**src/rtl/mem_load_bridge.sv**
```systemverilog
// ============================================================================
// Module      : mem_load_bridge
// Description : Host-to-RAM image loader. Unpacks WORD_W host words into
//               LANE_W RAM writes at consecutive addresses and holds the CPU
//               in reset while the image is loading.
//               Optional macro: LOAD_CHECKSUM_EN (16-bit sum of written lanes).
// Revision    : 1.0 - initial release
// ============================================================================
`default_nettype none

module mem_load_bridge #(
    parameter int WORD_W    = 32,
    parameter int LANE_W    = 8,
    parameter int ADDR_W    = 18,
    parameter int MSB_FIRST = 1
) (
    input  logic              clk,
    input  logic              reset,
    input  logic              start,
    input  logic              wren,
    input  logic [WORD_W-1:0] data,
    input  logic              last,
    output logic              ready,
    output logic              ram_we,
    output logic [ADDR_W-1:0] ram_waddr,
    output logic [LANE_W-1:0] ram_wdata,
    output logic              busy,
    output logic              done,
    output logic              overflow,
    output logic              cpu_hold,
    output logic [15:0]       checksum
);

    localparam int c_LANES   = WORD_W / LANE_W;
    localparam int c_LANE_CW = (c_LANES > 1) ? $clog2(c_LANES) : 1;
    localparam logic [c_LANE_CW-1:0] c_LAST_LANE = c_LANE_CW'(c_LANES - 1);
    localparam logic [ADDR_W-1:0]    c_ADDR_MAX  = {ADDR_W{1'b1}};

    localparam logic [1:0] c_S_IDLE   = 2'd0;
    localparam logic [1:0] c_S_ACCEPT = 2'd1;
    localparam logic [1:0] c_S_UNPACK = 2'd2;
    localparam logic [1:0] c_S_DONE   = 2'd3;

    logic [1:0]           r_state;
    logic [WORD_W-1:0]    r_word;
    logic                 r_last;
    logic [c_LANE_CW-1:0] r_lane;
    logic [ADDR_W-1:0]    r_addr;
    logic                 r_overflow;

    logic [1:0]           w_state_nxt;
    logic                 w_ready;
    logic                 w_we;
    logic                 w_busy;
    logic                 w_done;
    logic                 w_xfer;
    logic                 w_init;
    logic                 w_final_lane;
    logic [LANE_W-1:0]    w_lane_data;
    logic [WORD_W-1:0]    w_word_shift;

    // The latched word is shifted one lane per write, so the outgoing lane
    // always sits at a fixed end of the register.
    if (MSB_FIRST != 0) begin : g_msb_first
        assign w_lane_data  = r_word[WORD_W-1 -: LANE_W];
        assign w_word_shift = r_word << LANE_W;
    end else begin : g_lsb_first
        assign w_lane_data  = r_word[LANE_W-1:0];
        assign w_word_shift = r_word >> LANE_W;
    end

    assign w_final_lane = (r_lane == c_LAST_LANE);
    assign w_xfer       = wren & w_ready;
    assign w_init       = start & ((r_state == c_S_IDLE) | (r_state == c_S_DONE));

    always_comb begin
        w_state_nxt = r_state;
        w_ready     = 1'b0;
        w_we        = 1'b0;
        w_busy      = 1'b0;
        w_done      = 1'b0;
        case (r_state)
            c_S_IDLE: begin
                if (start) w_state_nxt = c_S_ACCEPT;
            end
            c_S_ACCEPT: begin
                w_ready = 1'b1;
                w_busy  = 1'b1;
                if (wren) w_state_nxt = c_S_UNPACK;
            end
            c_S_UNPACK: begin
                w_busy  = 1'b1;
                w_we    = ~r_overflow;
                w_ready = w_final_lane & ~r_last;
                if (w_final_lane && !(wren && w_ready))
                    w_state_nxt = r_last ? c_S_DONE : c_S_ACCEPT;
            end
            c_S_DONE: begin
                w_done = 1'b1;
                if (start) w_state_nxt = c_S_ACCEPT;
            end
            default: w_state_nxt = c_S_IDLE;
        endcase
    end

    always_ff @(posedge clk) begin
        if (!reset) begin
            r_state    <= c_S_IDLE;
            r_word     <= '0;
            r_last     <= 1'b0;
            r_lane     <= '0;
            r_addr     <= '0;
            r_overflow <= 1'b0;
        end else begin
            r_state <= w_state_nxt;
            if (w_init) begin
                r_addr     <= '0;
                r_lane     <= '0;
                r_overflow <= 1'b0;
            end
            if (w_xfer) begin
                r_word <= data;
                r_last <= last;
                r_lane <= '0;
            end else if (r_state == c_S_UNPACK) begin
                r_word <= w_word_shift;
                r_lane <= w_final_lane ? '0 : r_lane + c_LANE_CW'(1);
            end
            // Lanes past the top address still advance the counter but stay unwritten.
            if (r_state == c_S_UNPACK) begin
                r_addr <= r_addr + ADDR_W'(1);
                if (w_we && (r_addr == c_ADDR_MAX)) r_overflow <= 1'b1;
            end
        end
    end

`ifdef LOAD_CHECKSUM_EN
    logic [15:0] r_checksum;

    always_ff @(posedge clk) begin
        if (!reset) begin
            r_checksum <= 16'h0000;
        end else if (w_init) begin
            r_checksum <= 16'h0000;
        end else if (w_we) begin
            r_checksum <= r_checksum + 16'(w_lane_data);
        end
    end

    assign checksum = r_checksum;
`else
    assign checksum = 16'h0000;
`endif

    assign ready     = w_ready;
    assign ram_we    = w_we;
    assign ram_waddr = r_addr;
    assign ram_wdata = w_lane_data;
    assign busy      = w_busy;
    assign done      = w_done;
    assign overflow  = r_overflow;
    assign cpu_hold  = w_busy;

endmodule

`default_nettype wire

```
**config.mk**
```make
export PLATFORM = sky130hd
export DESIGN_NAME = mem_load_bridge
export DESIGN_NICKNAME = d
export VERILOG_FILES = /design/src/rtl/mem_load_bridge.sv
export SDC_FILE = /design/constraint.sdc
export NUM_CORES = 1
export LEC_CHECK = 0
export BUFFER_PORTS_ARGS = -buffer_cell sky130_fd_sc_hd__buf_2
export CAP_MARGIN = 40
export CORE_UTILIZATION = 40
export CTS_BUF_LIST = sky130_fd_sc_hd__clkbuf_4
export DETAILED_ROUTE_END_ITERATION = 10
export REMOVE_ABC_BUFFERS = 1
export SYNTH_ARGS = -nofsm -noshare
export SYNTH_HDL_FRONTEND = slang
export SYNTH_SLANG_ARGS = --single-unit
```
**constraint.sdc**
```tcl
create_clock -name clk -period 2 [get_ports clk]
set_input_delay 0 -clock clk [delete_from_list [all_inputs] [get_ports clk]]
set_output_delay 0 -clock clk [all_outputs]
set_load 0.1 [all_outputs]
```
# After elaboration in Yosys (flattened, before gate mapping)
# Cells that the tools add are included.
# op_classes
eq_ne	8
n_mux	19
n_addsub	2
n_reduce_logical	11
bitwise	7
# op_table
cell	count
2-to-1 mux 32 bit	2
2-to-1 mux 18 bit	2
adder 18 x 1 -> 18 bit (second input constant)	1
== test 18 bit (second input constant)	1
2-to-1 mux 2 bit	7
== test 2 bit (second input constant)	3
2-to-1 mux 1 bit	6
one-hot mux 2 bit (3 select lines)	1
OR reduction 2 bit	3
inequality test 2 bit (second input constant)	2
nonzero test 2 bit	2
AND 1 bit	3
logical AND 1 bit	3
NOT 1 bit	3
AND reduction 3 bit	1
adder 2 x 1 -> 2 bit (second input constant)	1
== test 2 x 1 -> 1 bit (second input constant)	1
logical NOT 2 bit	1
inequality test 2 x 1 -> 1 bit (second input constant)	1
one-hot mux 1 bit (2 select lines)	1
logical NOT 1 bit	1
bitwise OR 1 bit	1
# totals
wordCells	53
regBits	56
in_bits	37
out_inout_bits	48

# Depth between registers and ports, before layout
# depth
ltp_word	7
depth_mapped	7
ltp_nobuf	6

# Worst setup path before layout
# OpenSTA, ideal clock, no wires.
# synth_timing
path_kind	register to register
startpoint	reg r_addr[0], in the netlist ram_waddr[0]
endpoint	reg r_addr[8], in the netlist ram_waddr[8]
required_ns	1.935
setup_time_ns	0.065
arrival_time_ns	2.273
path_slack_ns	-0.338
stages_incl_launch_ff	6
cell_sequence	dfxtp_1 -> ha_1 -> nand3_1 -> nor3_4 -> mux2_2 -> nor2_1
# synth_between
elab_chain_len	2
# synth_rtl
item	line	rtl
start: declaration	48	logic [ADDR_W-1:0] r_addr;
start signal: assignment	131	r_addr <= r_addr + ADDR_W'(1);
adder 18 x 1 -> 18 bit	131	
2-to-1 mux 18 bit	130	if (r_state == c_S_UNPACK) begin
# No other way between the ends.
# A chain may end at the register's enable or synchronous reset.

# Final worst setup path
# layout_timing
startpoint	reg r_state[0]
endpoint	out ready
# layout_between
elab_chain_len	2
# layout_rtl
item	line	rtl
start: declaration	44	logic [1:0] r_state;
start signal: assignment	108	r_state <= c_S_IDLE;
start signal: assignment	115	r_state <= w_state_nxt;
== test 2 bit / == test 2 x 1 -> 1 bit (equally long branches)	82	case (r_state)
one-hot mux 1 bit (2 select lines) *	82	
end: declaration	23	output logic ready,
# Mark *: on every way between the ends. The rest lies on a longest branch, timed or not.

==> reports/qor.yml <==
crit_required_ns: 2.00
synthDistinctLibCells: 48
first_global_vias: 2339
power.sequential.fraction_pct: 33.2
ios: 85
cts_buffer_depth: 2
final_common_cell: "sky130_fd_sc_hd__buf_2"
htreeDepth: 2
placement.cell_area_sq_mm: 0.00327
mappedNetlistArea_sq_mm: 0.00295
worstSetupStartpointType: "register"
report.final.hold_viol_count: 0
cts.repair_timing.setup_buffer_count: 0
die_width_microns: 87.8
leakage_nw: 1.50
post_route_cells_drive_above_1_share_pct: 26.4
mostFrequentLayoutCells: "sky130_fd_sc_hd__buf_2 (66), sky130_fd_sc_hd__dfxtp_1 (56), sky130_fd_sc_hd__dlygate4sd3_1 (34)"
ff2ff_path_depth: 7
core_sq_mm: 0.00694
fin_ws_ns: 0.219
die-area_sq_mm: 0.00771
synth_area_leader_cell: "sky130_fd_sc_hd__dfxtp_1"
synth-seq-area-share_pct: 38.0
globalRoute.totalOverflow: 0
critPathMaxStageDelay_ns: 0.36
route.antenna.remaining_nets: 0
p_per_area_mw_per_mm2: 1100
initial_utilization_pct: 42.4
post-route-min-period_ns: 1.78
place_hpwl_microns: 4170
holdPathStages: 4
grt_use_total_pct: 17.5
synthesis.yosys.warnings: 0
critical_path.n_buffers_inverters: 2
finalMaxSlewViolations: 0
ir_drop_uv: 690
place.port_buffers: 68
drt-vias-per-instance: 5.03
multi_input_comb_area_sq_mm: 0.00158
number_of_synthesized_flops_with_an_enable_pin: 0
slowest_stage: "sky130_fd_sc_hd__dfxtp_1"
layout-area-overhead-vs-synth_pct: 25.2
route.final.wire_length_microns: 6330
tritoncts.num_buffers: 5
post_drt_wl_per_cell_microns: 12.6
tritoncts: "done"
skew_ns: 0.0147
timing.fmax_ghz: 0.561
clock_slew_at_reported_path_ffs_ns: 0.16
timing.slew.headroom_pct: 65.3
die_h_microns: 87.8
critPathKind: "reg -> out"
crit_family: "simple AND/OR/NAND/NOR gates"
layout_filler_cell_count: 669
clock_power_share_pct: 14.8
drt-initial-drc-count: 63
synthTopCellsByArea: "sky130_fd_sc_hd__dfxtp_1 (38%), sky130_fd_sc_hd__mux2i_1 (9.5%), sky130_fd_sc_hd__buf_4 (8.2%)"
timing.hold.worst.class: "in -> reg"
gp_congestion: 0.741
via_count: 2519
combPwrFrac_pct: 52.0
maxCapViolCount: 0
drt-pass1-iter-count: 4
crit_path_end_kind: "output port"
area.sequential_sq_mm: 0.00112
post_synthesis_instance_total: 317
clock_network_latency_to_the_later_pin_of_the_worst_skew_pair_ns: 0.38
detailedPlace.worstSlack_ns: 0.244
setup_total_negative_slack_ns: 0
synth_seq_cells: 56
net-switching-power_mw: 1.92
cp_cell_sequence: "inv_1, ha_4, and3b_1, nor2_1, nor2_1, buf_12"
placement_rows: 30
final_core_util_pct: 53.1
synth_ff_type: "sky130_fd_sc_hd__dfxtp_1"
worst_pin_slew_ns: 0.521
syn-mean-instance-area_sq_um: 9.30
antenna_cells_inserted: 0
finish.instance_area_sq_mm: 0.00369
rsz0062_at_grt: "no"
design.final.nets: 448
finalCritPeriodShare_pct: 89.1
cell_chosen_for_the_clock_root: "sky130_fd_sc_hd__clkbuf_4"
internal_power_mw: 2.13
setup_viol: 0
outcome: "complete, no violations"
most_frequent_cell_on_critical_path: "sky130_fd_sc_hd__nor2_1"
crit_path_max_fanout: 11
numClockSinks: 56
grt_pass1_wl_microns: 10700
crit_cells: 6
cp_data_arrival_time_ns: 1.78
remaining_drc_errors: 0
dp.cells: 461
synth.top_cell.area_share_pct: 38.0
antenna_found_initial: 0
power.switching_fraction_pct: 47.5
grt_start_max_net_pins: 51
fin_cells: 501
asyncSetResetFlopFracSynth_pct: 0
-- flip-flops by register name, summed over array words and instances, names as in the netlist --
signal	count
r_word	32
ram_waddr	18
r_lane	2
r_state	2
overflow	1
r_last	1
-- worst register-to-register path, stage by stage (launching register included) --
cell	delay [ns]
sky130_fd_sc_hd__dfxtp_1	0.39
sky130_fd_sc_hd__inv_1	0.09
sky130_fd_sc_hd__ha_4	0.20
sky130_fd_sc_hd__and3b_1	0.24
sky130_fd_sc_hd__o21ai_4	0.15
sky130_fd_sc_hd__buf_12	0.26
sky130_fd_sc_hd__nor2_1	0.09
sky130_fd_sc_hd__a211oi_1	0.24
-- cells in the mapped netlist, types with 2 or more instances --
master,number
sky130_fd_sc_hd__a211oi_2,14
sky130_fd_sc_hd__nand3_1,22
sky130_fd_sc_hd__o21ai_0,7
sky130_fd_sc_hd__mux2i_1,28
sky130_fd_sc_hd__o21ai_1,7
sky130_fd_sc_hd__nand2_1,12
sky130_fd_sc_hd__a21oi_1,11
sky130_fd_sc_hd__o211ai_1,6
sky130_fd_sc_hd__nor2_1,31
sky130_fd_sc_hd__clkbuf_1,4
sky130_fd_sc_hd__dfxtp_1,56
sky130_fd_sc_hd__nand4_1,4
sky130_fd_sc_hd__nand3b_1,12
sky130_fd_sc_hd__o31ai_1,3
sky130_fd_sc_hd__nand2b_1,6
sky130_fd_sc_hd__o41ai_1,2
sky130_fd_sc_hd__buf_4,32
sky130_fd_sc_hd__nor2b_1,5
sky130_fd_sc_hd__inv_1,6
sky130_fd_sc_hd__a211oi_1,10
sky130_fd_sc_hd__a31oi_1,2
sky130_fd_sc_hd__ha_1,5
sky130_fd_sc_hd__buf_2,5
sky130_fd_sc_hd__and4_1,3
-- through the flow --
step	total power, mW	hold WS (ns)
CTS	4.04	0.0460
global route	4.26	0.0779
global placement	3.37	0.227
floorplan	2.99	0.130
detailed placement	3.38	0.233
finish	4.05	0.0523
-- power by group through the flow --
stage	combinational (mW)	clock [mW]	sequential (mW)
3_5_place_dp	2.02	0	1.36
4_1_cts	2.08	0.620	1.34
5_1_grt	2.24	0.657	1.36
3_3_place_gp	2.01	0	1.36
6_report	2.11	0.598	1.34
2_1_floorplan	1.36	0	1.62
-- cell families (layout without fill, tap and decap cells) --
group | count (synthesis) | count (layout) | synth area share [%]
buf+inv | 51 | 124 | 11.0
simple gates | 106 | 106 | 20.8
fa+ha+maj | 5 | 5 | 2.12
compound gates | 69 | 69 | 18.0
other cells | 1 | 16 | 0.127
flops | 56 | 56 | 38.0
mux | 29 | 29 | 9.89
-- area by class of cell --
cell class / count / share of cell area, %
Inverter: 8 / 0.814
Multi-Input combinational cell: 225 / 42.7
Sequential cell: 56 / 30.4
Clock inverter: 1 / 0.814
Clock buffer: 5 / 1.02
Timing Repair Buffer: 110 / 21.0
Tap cell: 96 / 3.26
-- metal layers --
| metal | vias up | share of wire [%] | global-route usage, % |
|---|---|---|---|
| li1 | 1287 | - | - |
| met1 | 1151 | 47 | 21.7 |
| met2 | 72 | 46 | 30.8 |
| met3 | 9 | 5.0 | 3.68 |
| met5 | - | 0 | 0 |
| met4 | 0 | 1.3 | 4.62 |
-- what timing repair did --
item | CTS | global route
cloned | 0 | 0
endpoints found under the hold margin | 35 | 0
pin swaps | 0 | 0
endpoints found under the setup margin | 1 | 1
hold buffers | 34 | 0
gates resized for setup | 1 | 2
-- worst paths after layout --
check / startpoint / end / slack (ns)
hold reg to reg: r_word[0] / r_word[0] / 0.50
setup / recovery: r_state[0] / ready / 0.22
setup reg to reg: r_state[0] / r_word[12] / 0.26
hold / removal: start / overflow / 0.05
Power figures use the tool's default switching activity.
